`config.mk`:
```
export PLATFORM = sky130hd
export DESIGN_NAME = xbox_xlr_vec_reduce_flat
export DESIGN_NICKNAME = d
export VERILOG_FILES = /design/src/rtl/xbox_xlr_vec_reduce_if.sv /design/src/rtl/xbox_xlr_vec_reduce.sv /design/src/flat_wrapper.sv
export SDC_FILE = /design/constraint.sdc
export NUM_CORES = 2
export LEC_CHECK = 0
export BUFFER_PORTS_ARGS = -buffer_cell sky130_fd_sc_hd__buf_2
export CORE_AREA = 2 2 632 634
export DETAILED_ROUTE_END_ITERATION = 7
export DIE_AREA = 0 0 634 636
export PLACE_DENSITY = 0.31
export SYNTH_ARGS = -nofsm -noshare
export SYNTH_HDL_FRONTEND = slang
export SYNTH_SLANG_ARGS = --single-unit
```
`constraint.sdc`:
```
create_clock -name clk -period 3.8 [get_ports clk]
set_clock_uncertainty 0.1 [all_clocks]
set_input_delay 0.57 -clock clk [delete_from_list [all_inputs] [get_ports clk]]
set_output_delay 0.57 -clock clk [all_outputs]
set_load 0.05 [all_outputs]
```
`src/rtl/xbox_xlr_vec_reduce_if.sv`:
```
// Memory-side and host-side signal bundle of the XLR vector reducer.
// master = the accelerator, slave = the memory/host environment.
interface xbox_xlr_vec_reduce_if #(
    parameter int NUM_MEMS           = 2,
    parameter int LOG2_LINES_PER_MEM = 8,
    parameter int DATA_W             = 256,
    parameter int NUM_GPP            = 8,
    parameter int GPP_W              = 32
) ();
    logic [NUM_MEMS-1:0][LOG2_LINES_PER_MEM-1:0] xlr_mem_addr;
    logic [NUM_MEMS-1:0][DATA_W-1:0]             xlr_mem_wdata;
    logic [NUM_MEMS-1:0][DATA_W/8-1:0]           xlr_mem_be;
    logic [NUM_MEMS-1:0]                         xlr_mem_rd;
    logic [NUM_MEMS-1:0]                         xlr_mem_wr;
    logic [NUM_MEMS-1:0][DATA_W-1:0]             xlr_mem_rdata;
    logic [NUM_GPP-1:0][GPP_W-1:0]               host_regs;
    logic                                        host_regs_valid_pulse;
    logic [NUM_GPP-1:0][GPP_W-1:0]               host_regs_data_out;
    logic                                        host_regs_valid_out;

    modport master (
        output xlr_mem_addr, xlr_mem_wdata, xlr_mem_be, xlr_mem_rd, xlr_mem_wr,
        output host_regs_data_out, host_regs_valid_out,
        input  xlr_mem_rdata, host_regs, host_regs_valid_pulse
    );

    modport slave (
        input  xlr_mem_addr, xlr_mem_wdata, xlr_mem_be, xlr_mem_rd, xlr_mem_wr,
        input  host_regs_data_out, host_regs_valid_out,
        output xlr_mem_rdata, host_regs, host_regs_valid_pulse
    );
endinterface

```
`src/rtl/xbox_xlr_vec_reduce.sv`:
```
// XLR vector reducer: line-wise add/xor/max over all memories into mem 0, two cycles per line.
// Optional cycle counter on data_out[2] enabled by defining XLR_PERF_CNT_EN.
module xbox_xlr_vec_reduce #(
    parameter int NUM_MEMS           = 2,
    parameter int LOG2_LINES_PER_MEM = 8,
    parameter int DATA_W             = 256,
    parameter int LANE_W             = 32,
    parameter int NUM_GPP            = 8,
    parameter int GPP_W              = 32
) (
    input logic                   clk,
    input logic                   rst_n,
    xbox_xlr_vec_reduce_if.master bus
);
    localparam int AW    = LOG2_LINES_PER_MEM;
    localparam int LANES = DATA_W / LANE_W;
    localparam int BE_W  = DATA_W / 8;
    localparam logic [AW:0] MAX_LEN = {1'b1, {AW{1'b0}}};

    typedef enum logic [1:0] {IDLE, RD, WR, DONE} state_t;

    state_t                            state_q;
    logic [AW-1:0]                     src_q, dst_q;
    logic [AW:0]                       len_q, idx_q, lines_q;
    logic [1:0]                        mode_q;
    logic [3:0]                        status_q;
    logic [NUM_MEMS-1:0][AW-1:0]       addr_q;
    logic [NUM_MEMS-1:0]               rd_q, wr_q;
    logic [NUM_MEMS-1:0][BE_W-1:0]     be_q;
    logic                              valid_q;

    logic [AW:0]                       len_sat;
    logic                              bad_mode;
    logic [AW:0]                       dst_sum, src_next;
    logic [GPP_W-1:0]                  cycles_out;
    logic [NUM_MEMS-1:0][DATA_W-1:0]   wdata;
    logic [NUM_GPP-1:0][GPP_W-1:0]     data_out;
    logic                              unused_host;

    // Carry bit of the result marks a wrap past the last line.
    function automatic logic [AW:0] line_add(input logic [AW-1:0] base, input logic [AW:0] off);
        return {1'b0, base} + off;
    endfunction

    function automatic logic [DATA_W-1:0] reduce_lines(
        input logic [NUM_MEMS-1:0][DATA_W-1:0] lines,
        input logic [1:0]                      mode
    );
        logic [DATA_W-1:0] acc;
        logic [LANE_W-1:0] a, b;
        acc = lines[0];
        for (int m = 1; m < NUM_MEMS; m++) begin
            for (int l = 0; l < LANES; l++) begin
                a = acc[l*LANE_W +: LANE_W];
                b = lines[m][l*LANE_W +: LANE_W];
                case (mode)
                    2'd0:    acc[l*LANE_W +: LANE_W] = a + b;
                    2'd1:    acc[l*LANE_W +: LANE_W] = a ^ b;
                    default: acc[l*LANE_W +: LANE_W] = (a > b) ? a : b;
                endcase
            end
        end
        return acc;
    endfunction

    assign len_sat     = (bus.host_regs[2] > GPP_W'(MAX_LEN)) ? MAX_LEN : bus.host_regs[2][AW:0];
    assign bad_mode    = (bus.host_regs[3][1:0] == 2'd3);
    assign dst_sum     = line_add(dst_q, idx_q);
    assign src_next    = line_add(src_q, idx_q + 1'b1);
    assign unused_host = ^bus.host_regs;

    always_ff @(posedge clk or negedge rst_n) begin
        if (!rst_n) begin
            state_q  <= IDLE;
            src_q    <= '0;
            dst_q    <= '0;
            len_q    <= '0;
            idx_q    <= '0;
            lines_q  <= '0;
            mode_q   <= '0;
            status_q <= '0;
            addr_q   <= '0;
            rd_q     <= '0;
            wr_q     <= '0;
            be_q     <= '0;
            valid_q  <= 1'b0;
        end else begin
            rd_q    <= '0;
            wr_q    <= '0;
            be_q    <= '0;
            addr_q  <= '0;
            valid_q <= 1'b0;
            if (bus.host_regs_valid_pulse && state_q != IDLE) status_q[1] <= 1'b1;
            case (state_q)
                IDLE: if (bus.host_regs_valid_pulse) begin
                    src_q   <= bus.host_regs[0][AW-1:0];
                    dst_q   <= bus.host_regs[1][AW-1:0];
                    len_q   <= len_sat;
                    mode_q  <= bus.host_regs[3][1:0];
                    idx_q   <= '0;
                    lines_q <= '0;
                    if (len_sat == '0 || bad_mode) begin
                        state_q  <= DONE;
                        valid_q  <= 1'b1;
                        status_q <= {bad_mode, 3'b001};
                    end else begin
                        state_q  <= RD;
                        status_q <= '0;
                        rd_q     <= '1;
                        for (int m = 0; m < NUM_MEMS; m++) addr_q[m] <= bus.host_regs[0][AW-1:0];
                    end
                end
                RD: begin
                    state_q   <= WR;
                    wr_q[0]   <= 1'b1;
                    be_q[0]   <= '1;
                    addr_q[0] <= dst_sum[AW-1:0];
                    if (dst_sum[AW]) status_q[2] <= 1'b1;
                end
                WR: begin
                    lines_q <= lines_q + 1'b1;
                    if (idx_q == len_q - 1'b1) begin
                        state_q     <= DONE;
                        valid_q     <= 1'b1;
                        status_q[0] <= 1'b1;
                    end else begin
                        idx_q   <= idx_q + 1'b1;
                        state_q <= RD;
                        rd_q    <= '1;
                        for (int m = 0; m < NUM_MEMS; m++) addr_q[m] <= src_next[AW-1:0];
                        if (src_next[AW]) status_q[2] <= 1'b1;
                    end
                end
                default: state_q <= IDLE;
            endcase
        end
    end

`ifdef XLR_PERF_CNT_EN
    logic [GPP_W-1:0] cycles_q, cycles_d;

    // Counts the accept cycle plus every RD/WR cycle, saturating.
    always_comb begin
        cycles_d = cycles_q;
        if (state_q == IDLE && bus.host_regs_valid_pulse)
            cycles_d = GPP_W'(1);
        else if ((state_q == RD || state_q == WR) && cycles_q != '1)
            cycles_d = cycles_q + 1'b1;
    end

    always_ff @(posedge clk or negedge rst_n) begin
        if (!rst_n) cycles_q <= '0;
        else        cycles_q <= cycles_d;
    end

    assign cycles_out = cycles_q;
`else
    assign cycles_out = '0;
`endif

    // Read data arrives during WR, so the write line is reduced combinationally.
    always_comb begin
        wdata = '0;
        if (state_q == WR) wdata[0] = reduce_lines(bus.xlr_mem_rdata, mode_q);
    end

    always_comb begin
        data_out    = '0;
        data_out[0] = GPP_W'(status_q);
        data_out[1] = GPP_W'(lines_q);
        data_out[2] = cycles_out;
    end

    assign bus.xlr_mem_addr        = addr_q;
    assign bus.xlr_mem_wdata       = wdata;
    assign bus.xlr_mem_be          = be_q;
    assign bus.xlr_mem_rd          = rd_q;
    assign bus.xlr_mem_wr          = wr_q;
    assign bus.host_regs_data_out  = data_out;
    assign bus.host_regs_valid_out = valid_q;
endmodule
```
`src/flat_wrapper.sv`:
```
// flat-port wrapper written by rule: the top's interface ports become plain ports
module xbox_xlr_vec_reduce_flat 
#(
    parameter int NUM_MEMS           = 2,
    parameter int LOG2_LINES_PER_MEM = 8,
    parameter int DATA_W             = 256,
    parameter int LANE_W             = 32,
    parameter int NUM_GPP            = 8,
    parameter int GPP_W              = 32
)
  (clk, rst_n, bus_xlr_mem_addr, bus_xlr_mem_wdata, bus_xlr_mem_be, bus_xlr_mem_rd, bus_xlr_mem_wr, bus_host_regs_data_out, bus_host_regs_valid_out, bus_xlr_mem_rdata, bus_host_regs, bus_host_regs_valid_pulse);
  xbox_xlr_vec_reduce_if #(.NUM_MEMS(NUM_MEMS), .LOG2_LINES_PER_MEM(LOG2_LINES_PER_MEM), .DATA_W(DATA_W), .NUM_GPP(NUM_GPP), .GPP_W(GPP_W)) bus_i ();
  input logic clk;
  input logic rst_n;
  output wire logic [$bits(bus_i.xlr_mem_addr)-1:0] bus_xlr_mem_addr;
  output wire logic [$bits(bus_i.xlr_mem_wdata)-1:0] bus_xlr_mem_wdata;
  output wire logic [$bits(bus_i.xlr_mem_be)-1:0] bus_xlr_mem_be;
  output wire logic [$bits(bus_i.xlr_mem_rd)-1:0] bus_xlr_mem_rd;
  output wire logic [$bits(bus_i.xlr_mem_wr)-1:0] bus_xlr_mem_wr;
  output wire logic [$bits(bus_i.host_regs_data_out)-1:0] bus_host_regs_data_out;
  output wire logic [$bits(bus_i.host_regs_valid_out)-1:0] bus_host_regs_valid_out;
  input wire logic [$bits(bus_i.xlr_mem_rdata)-1:0] bus_xlr_mem_rdata;
  input wire logic [$bits(bus_i.host_regs)-1:0] bus_host_regs;
  input wire logic [$bits(bus_i.host_regs_valid_pulse)-1:0] bus_host_regs_valid_pulse;
  assign bus_xlr_mem_addr = bus_i.xlr_mem_addr;
  assign bus_xlr_mem_wdata = bus_i.xlr_mem_wdata;
  assign bus_xlr_mem_be = bus_i.xlr_mem_be;
  assign bus_xlr_mem_rd = bus_i.xlr_mem_rd;
  assign bus_xlr_mem_wr = bus_i.xlr_mem_wr;
  assign bus_host_regs_data_out = bus_i.host_regs_data_out;
  assign bus_host_regs_valid_out = bus_i.host_regs_valid_out;
  assign bus_i.xlr_mem_rdata = bus_xlr_mem_rdata;
  assign bus_i.host_regs = bus_host_regs;
  assign bus_i.host_regs_valid_pulse = bus_host_regs_valid_pulse;
  xbox_xlr_vec_reduce #(.NUM_MEMS(NUM_MEMS), .LOG2_LINES_PER_MEM(LOG2_LINES_PER_MEM), .DATA_W(DATA_W), .LANE_W(LANE_W), .NUM_GPP(NUM_GPP), .GPP_W(GPP_W)) u_core (.clk(clk), .rst_n(rst_n), .bus(bus_i));
endmodule
```
==> impl_metrics.tcl <==
set metrics [dict create \
    postLayoutCoreUtil_pct 17.20 \
    postSynthRegisterBits 70 \
    leakage_power_total_nw 29.85 \
    antenna_violations_before_repair 79 \
    fin_total_pwr_w 0.02957 \
    critPathRequiredTime_ns 3.13 \
    cts_hold_buffers 0 \
    syn-cell-area_um2 35520 \
    routed-via-count 42810 \
    place_congestion 0.8322 \
    post-route-drc-count 0 \
    clock_tree.root_cell "sky130_fd_sc_hd__clkbuf_16" \
    timing.slew.headroom_pct 40.82 \
    grt_usage_pct 11.89 \
    crit_start "bus_xlr_mem_rdata[448]" \
    synth.lib_cells_used.distinct 97 \
    row_count 232 \
    worst_path_class_setup "input pin to primary output" \
    critical_path.cell_chain "buf_4 -> ha_4 -> buf_12 -> fa_2 -> nor2b_2 -> o21ai_2 -> buf_4 -> nand3_2 -> buf_12 -> nand4_1 -> a21oi_4 -> a211o_1 -> o21ai_1 -> buf_4 -> mux2i_2 -> o221ai_2 -> buf_12" \
    drt_iter0_markers 1723 \
    grt.overflow.total 0 \
    synth.yosys.seq_area_share_pct 4.931 \
    fmax_ghz 0.2273 \
    cp_slowest_stage_delay_ns 0.38 \
    clock_tree.htree_level_count 3 \
    timing.hold.worst.class "input pin to async pin" \
    finalSetupTns_ns -30.87 \
    grt_max_degree 62 \
    status "complete, but fails checks" \
    max-vdd-ir-drop_mv 0.3167 \
    tritoncts "done" \
    synth_xor_area_share_pct 5.350 \
    dr.pass1.iters 7 \
    syn-mean-instance-area_um2 7.034 \
    p_clk_share_pct 3.2 \
    cp_max_fo 4 \
    rsz_0062_raised_after_global_routing "true" \
    dieWidth_um 634 \
    internal-power_w 0.01162 \
    post-route-min-period_ns 4.400 \
    final_critical_path_setup_slack_ns -0.6003 \
    post_drt_wl_per_cell_um 20.31 \
    ioPinCount 1624 \
    yosys-mux-area-fraction_pct 7.322 \
    yosysWarnings 0 \
    share_of_layout_cells_above_drive_strength_1_pct 48.37 \
    post_synthesis_share_of_cell_area_spent_on_full_adders_half_adders_and_majority_gates_pct 19.16 \
    regToRegStartpoint "u_core.idx_q[0]$_DFFE_PN0P_" \
    hold_slack_ns 0.06314 \
    fillers 45170 \
    netlist_instances 5050 \
    start_util_pct 8.946 \
    area_growth_pct 92.25 \
    power.share.switching_pct 60.71 \
    cts_inserted_buffers 9 \
    detail-route-antenna-nets 0 \
    violations_in_the_final_reports "negative setup slack" \
    port_buffers 885 \
    clk-insertion-delay-late_ns 0.35 \
    max_cap_violations 0 \
    net-switching-power_w 0.01795 \
    first_global_vias 43110 \
    yosys_most_used_dff "sky130_fd_sc_hd__dfrtp_1" \
    worstSetupEndpointType "primary output" \
    slowest_stage "sky130_fd_sc_hd__a211o_1" \
    final_min_period_over_clock_period_pct 115.8 \
    dp_hpwl_um 219400 \
    asyncSetResetFlopFracSynth_pct 100.0 \
    synth_compound_area_share_pct 26.85 \
    post_synth_and_or_nand_nor_area_fraction_pct 16.38 \
    die_area_um2 403200 \
    synth-edff-count 0 \
    synth_top_family_by_area "compound AO/OA/AOI/OAI gates" \
    p_per_area_nw_per_um2 432.9 \
    drv_slew 0 \
    pwr-share-comb_pct 92.6 \
    design.final.nets 8472 \
    critPathArrivalTime_ns 3.73 \
    finalWirelength_um 252700 \
    floorplan.die.height_um 636 \
    core_um2 397100 \
    report.final.setup_viol 172 \
    cts_sinks 70 \
    routed_via_density 3.440 \
    critical_path.startpoint_type "input pin" \
    cts.clk_slew.worst_paths_ns 0.07 \
    tightestPinTransition_ns 0.8838 \
    power_frac_seq_pct 4.2 \
    finalHoldViolCount 0 \
    clk_path_buf_depth 2 \
    grt_first_pass_wirelength_um 342000 \
]
## power groups by stage
stage / Sequential [W] / Combinational [W] / Clock (W)
3_5_place_dp: 0.00128 / 0.0250 / 0
5_1_grt: 0.00130 / 0.0290 / 0.00100
3_3_place_gp: 0.00128 / 0.0252 / 0
2_1_floorplan: 0.00146 / 0.0140 / 0
4_1_cts: 0.00127 / 0.0271 / 0.000980
6_report: 0.00125 / 0.0274 / 0.000953
## stage by stage
step	setup WS [ns]	cell area, µm²	cells
final	-0.6003	68300	12440
after global routing	-0.7577	68280	12440
after floorplan	-0.09958	39690	5581
after detailed placement	-1.635	58560	12290
after global placement	-1.697	58560	12290
after CTS	-0.9664	65100	12390
## cells by family (layout without fill, tap and decap cells)
group,count (synthesis),after routing
DFF,70,70
and+or+nand+nor,1180,1180
AOI/OAI and AO/OA,1490,1490
xor gates and xnor gates,217,217
buffers and inverters,1296,2883
muxes,258,258
other,1,543
adders and majority gates,538,538
## state kept, by name, indices dropped and copies added (netlist names), named ones only
signal / flops
u_core.mode_q: 2
u_core.bus.xlr_mem_addr: 16
u_core.bus.xlr_mem_rd: 1
u_core.len_q: 9
u_core.idx_q: 9
u_core.status_q: 3
u_core.lines_q: 9
u_core.dst_q: 8
u_core.state_q: 2
u_core.src_q: 8
u_core.bus.host_regs_valid_out: 1
u_core.bus.xlr_mem_be: 1
## cells in the mapped netlist, types with 12 or more instances
cell                         n  area, µm²
sky130_fd_sc_hd__a211oi_1  108      810.8
sky130_fd_sc_hd__clkbuf_1  177      664.4
sky130_fd_sc_hd__mux2i_1   246       2462
sky130_fd_sc_hd__o211a_1    14      140.1
sky130_fd_sc_hd__o211ai_1   39      292.8
sky130_fd_sc_hd__buf_4     577       4332
sky130_fd_sc_hd__o41ai_1    15      131.4
sky130_fd_sc_hd__nor2_1    371       1393
sky130_fd_sc_hd__o21ai_0   254       1271
sky130_fd_sc_hd__a21o_1     63      473.0
sky130_fd_sc_hd__ha_1      528       6606
sky130_fd_sc_hd__o21bai_1   78      585.6
sky130_fd_sc_hd__a221oi_1   19      166.4
sky130_fd_sc_hd__nand2b_1   44      275.3
sky130_fd_sc_hd__o21a_1     27      202.7
sky130_fd_sc_hd__xnor2_1   174       1524
sky130_fd_sc_hd__inv_1     503       1888
sky130_fd_sc_hd__or2_2      17      106.4
sky130_fd_sc_hd__o22ai_1    57      356.6
sky130_fd_sc_hd__nor4_1     55      344.1
sky130_fd_sc_hd__nand3_1    81      405.4
sky130_fd_sc_hd__and3_1     16      100.1
sky130_fd_sc_hd__a21boi_0   22      165.2
sky130_fd_sc_hd__nor3_1    101      505.5
sky130_fd_sc_hd__xor2_1     43      376.6
sky130_fd_sc_hd__nand4_1    54      337.8
sky130_fd_sc_hd__or3_1      56      350.3
sky130_fd_sc_hd__or4_1      26      195.2
sky130_fd_sc_hd__a211o_1    13      113.9
sky130_fd_sc_hd__buf_1      12      45.04
sky130_fd_sc_hd__o31a_1     16      140.1
sky130_fd_sc_hd__o31ai_1    45      337.8
sky130_fd_sc_hd__nand2_1   222      833.3
sky130_fd_sc_hd__buf_2      18      90.09
sky130_fd_sc_hd__a31oi_1    32      200.2
sky130_fd_sc_hd__and2_1     12      75.07
sky130_fd_sc_hd__and4_1     13      113.9
sky130_fd_sc_hd__a21oi_1   523       2618
sky130_fd_sc_hd__dfrtp_1    70       1752
sky130_fd_sc_hd__nor2b_1    81      506.7
sky130_fd_sc_hd__o221ai_1   23      201.4
## metal layers
| metal | up-vias | share of wire, % | wire length [µm] | GRT usage [%] |
|---|---|---|---|---|
| met2 | 1074 | 54 | 135700 | 23.23 |
| met5 | - | 0.036 | 92 | 0 |
| met3 | 221 | 3.1 | 7898 | 1.045 |
| met4 | 14 | 2.3 | 5825 | 2.039 |
| li1 | 20930 | - | - | - |
| met1 | 20570 | 41 | 103200 | 13.94 |
## final timing paths
path                                                    endpoint  slack (ns)  depth (start not counted)
max                                       bus_xlr_mem_wdata[220]       -0.60                         17
min                        u_core.bus.xlr_mem_addr[15]$_DFF_PN0_        0.06                          1
max reg2reg                       u_core.status_q[2]$_DFFE_PN0P_        0.39                         14
min reg2reg                          u_core.dst_q[2]$_DFFE_PN0P_        0.38                          2
max in group asynchronous    u_core.bus.xlr_mem_be[30]$_DFF_PN0_        2.75                          2
min in group clk                     u_core.dst_q[7]$_DFFE_PN0P_        0.32                          3
## layout make-up
class	instances	area [µm²]	share of cell area [%]
Clock buffer	10	229.0	0.3353
Clock inverter	6	93.84	0.1374
Tap cell	5265	6588	9.646
Multi-Input combinational cell	4215	36740	53.79
Timing Repair Buffer	2364	20850	30.53
Sequential cell	70	1759	2.576
Antenna cell	11	27.53	0.04030
Inverter	503	2012	2.946
## layout by cell type, fill, tap and decap left out, types with 34 or more instances in the layout
master / n
sky130_fd_sc_hd__buf_4: 1266
sky130_fd_sc_hd__buf_2: 535
sky130_fd_sc_hd__conb_1: 532
sky130_fd_sc_hd__inv_1: 421
sky130_fd_sc_hd__a21oi_1: 392
sky130_fd_sc_hd__ha_1: 374
sky130_fd_sc_hd__nor2_1: 334
sky130_fd_sc_hd__buf_6: 262
sky130_fd_sc_hd__buf_12: 231
sky130_fd_sc_hd__nand2_1: 211
sky130_fd_sc_hd__o21ai_0: 194
sky130_fd_sc_hd__xnor2_1: 142
sky130_fd_sc_hd__ha_4: 138
sky130_fd_sc_hd__mux2i_1: 137
sky130_fd_sc_hd__a211oi_4: 91
sky130_fd_sc_hd__a21oi_2: 90
sky130_fd_sc_hd__nor3_1: 76
sky130_fd_sc_hd__o21bai_1: 75
sky130_fd_sc_hd__dfrtp_1: 68
sky130_fd_sc_hd__nand3_1: 66
sky130_fd_sc_hd__nor2b_1: 64
sky130_fd_sc_hd__a21o_1: 62
sky130_fd_sc_hd__mux2i_2: 60
sky130_fd_sc_hd__buf_8: 60
sky130_fd_sc_hd__nand4_1: 54
sky130_fd_sc_hd__mux2i_4: 49
sky130_fd_sc_hd__or3_1: 43
sky130_fd_sc_hd__a21oi_4: 43
sky130_fd_sc_hd__inv_2: 42
sky130_fd_sc_hd__nor4_1: 42
sky130_fd_sc_hd__o211ai_1: 39
sky130_fd_sc_hd__nand2b_1: 39
sky130_fd_sc_hd__xor2_1: 38
sky130_fd_sc_hd__o22ai_2: 35
sky130_fd_sc_hd__inv_4: 34
## worst max-delay path: cells and delay by family
| kind | cells | cell delay, ns |
|---|---|---|
| and+or+nand+nor | 3 | 0.48 |
| muxes | 1 | 0.22 |
| buffers and inverters | 6 | 0.90 |
| adders and majority gates | 2 | 0.53 |
| AOI/OAI and AO/OA | 5 | 0.97 |
## timing repair
| item | CTS | global route |
|---|---|---|
| pin swaps | 403 | 350 |
| buffers inserted | 105 | 71 |
| gates cloned | 10 | 1 |
| gates resized for setup | 1158 | 626 |
| setup endpoints to repair | 256 | 249 |
Power figures use the tool's default switching activity.
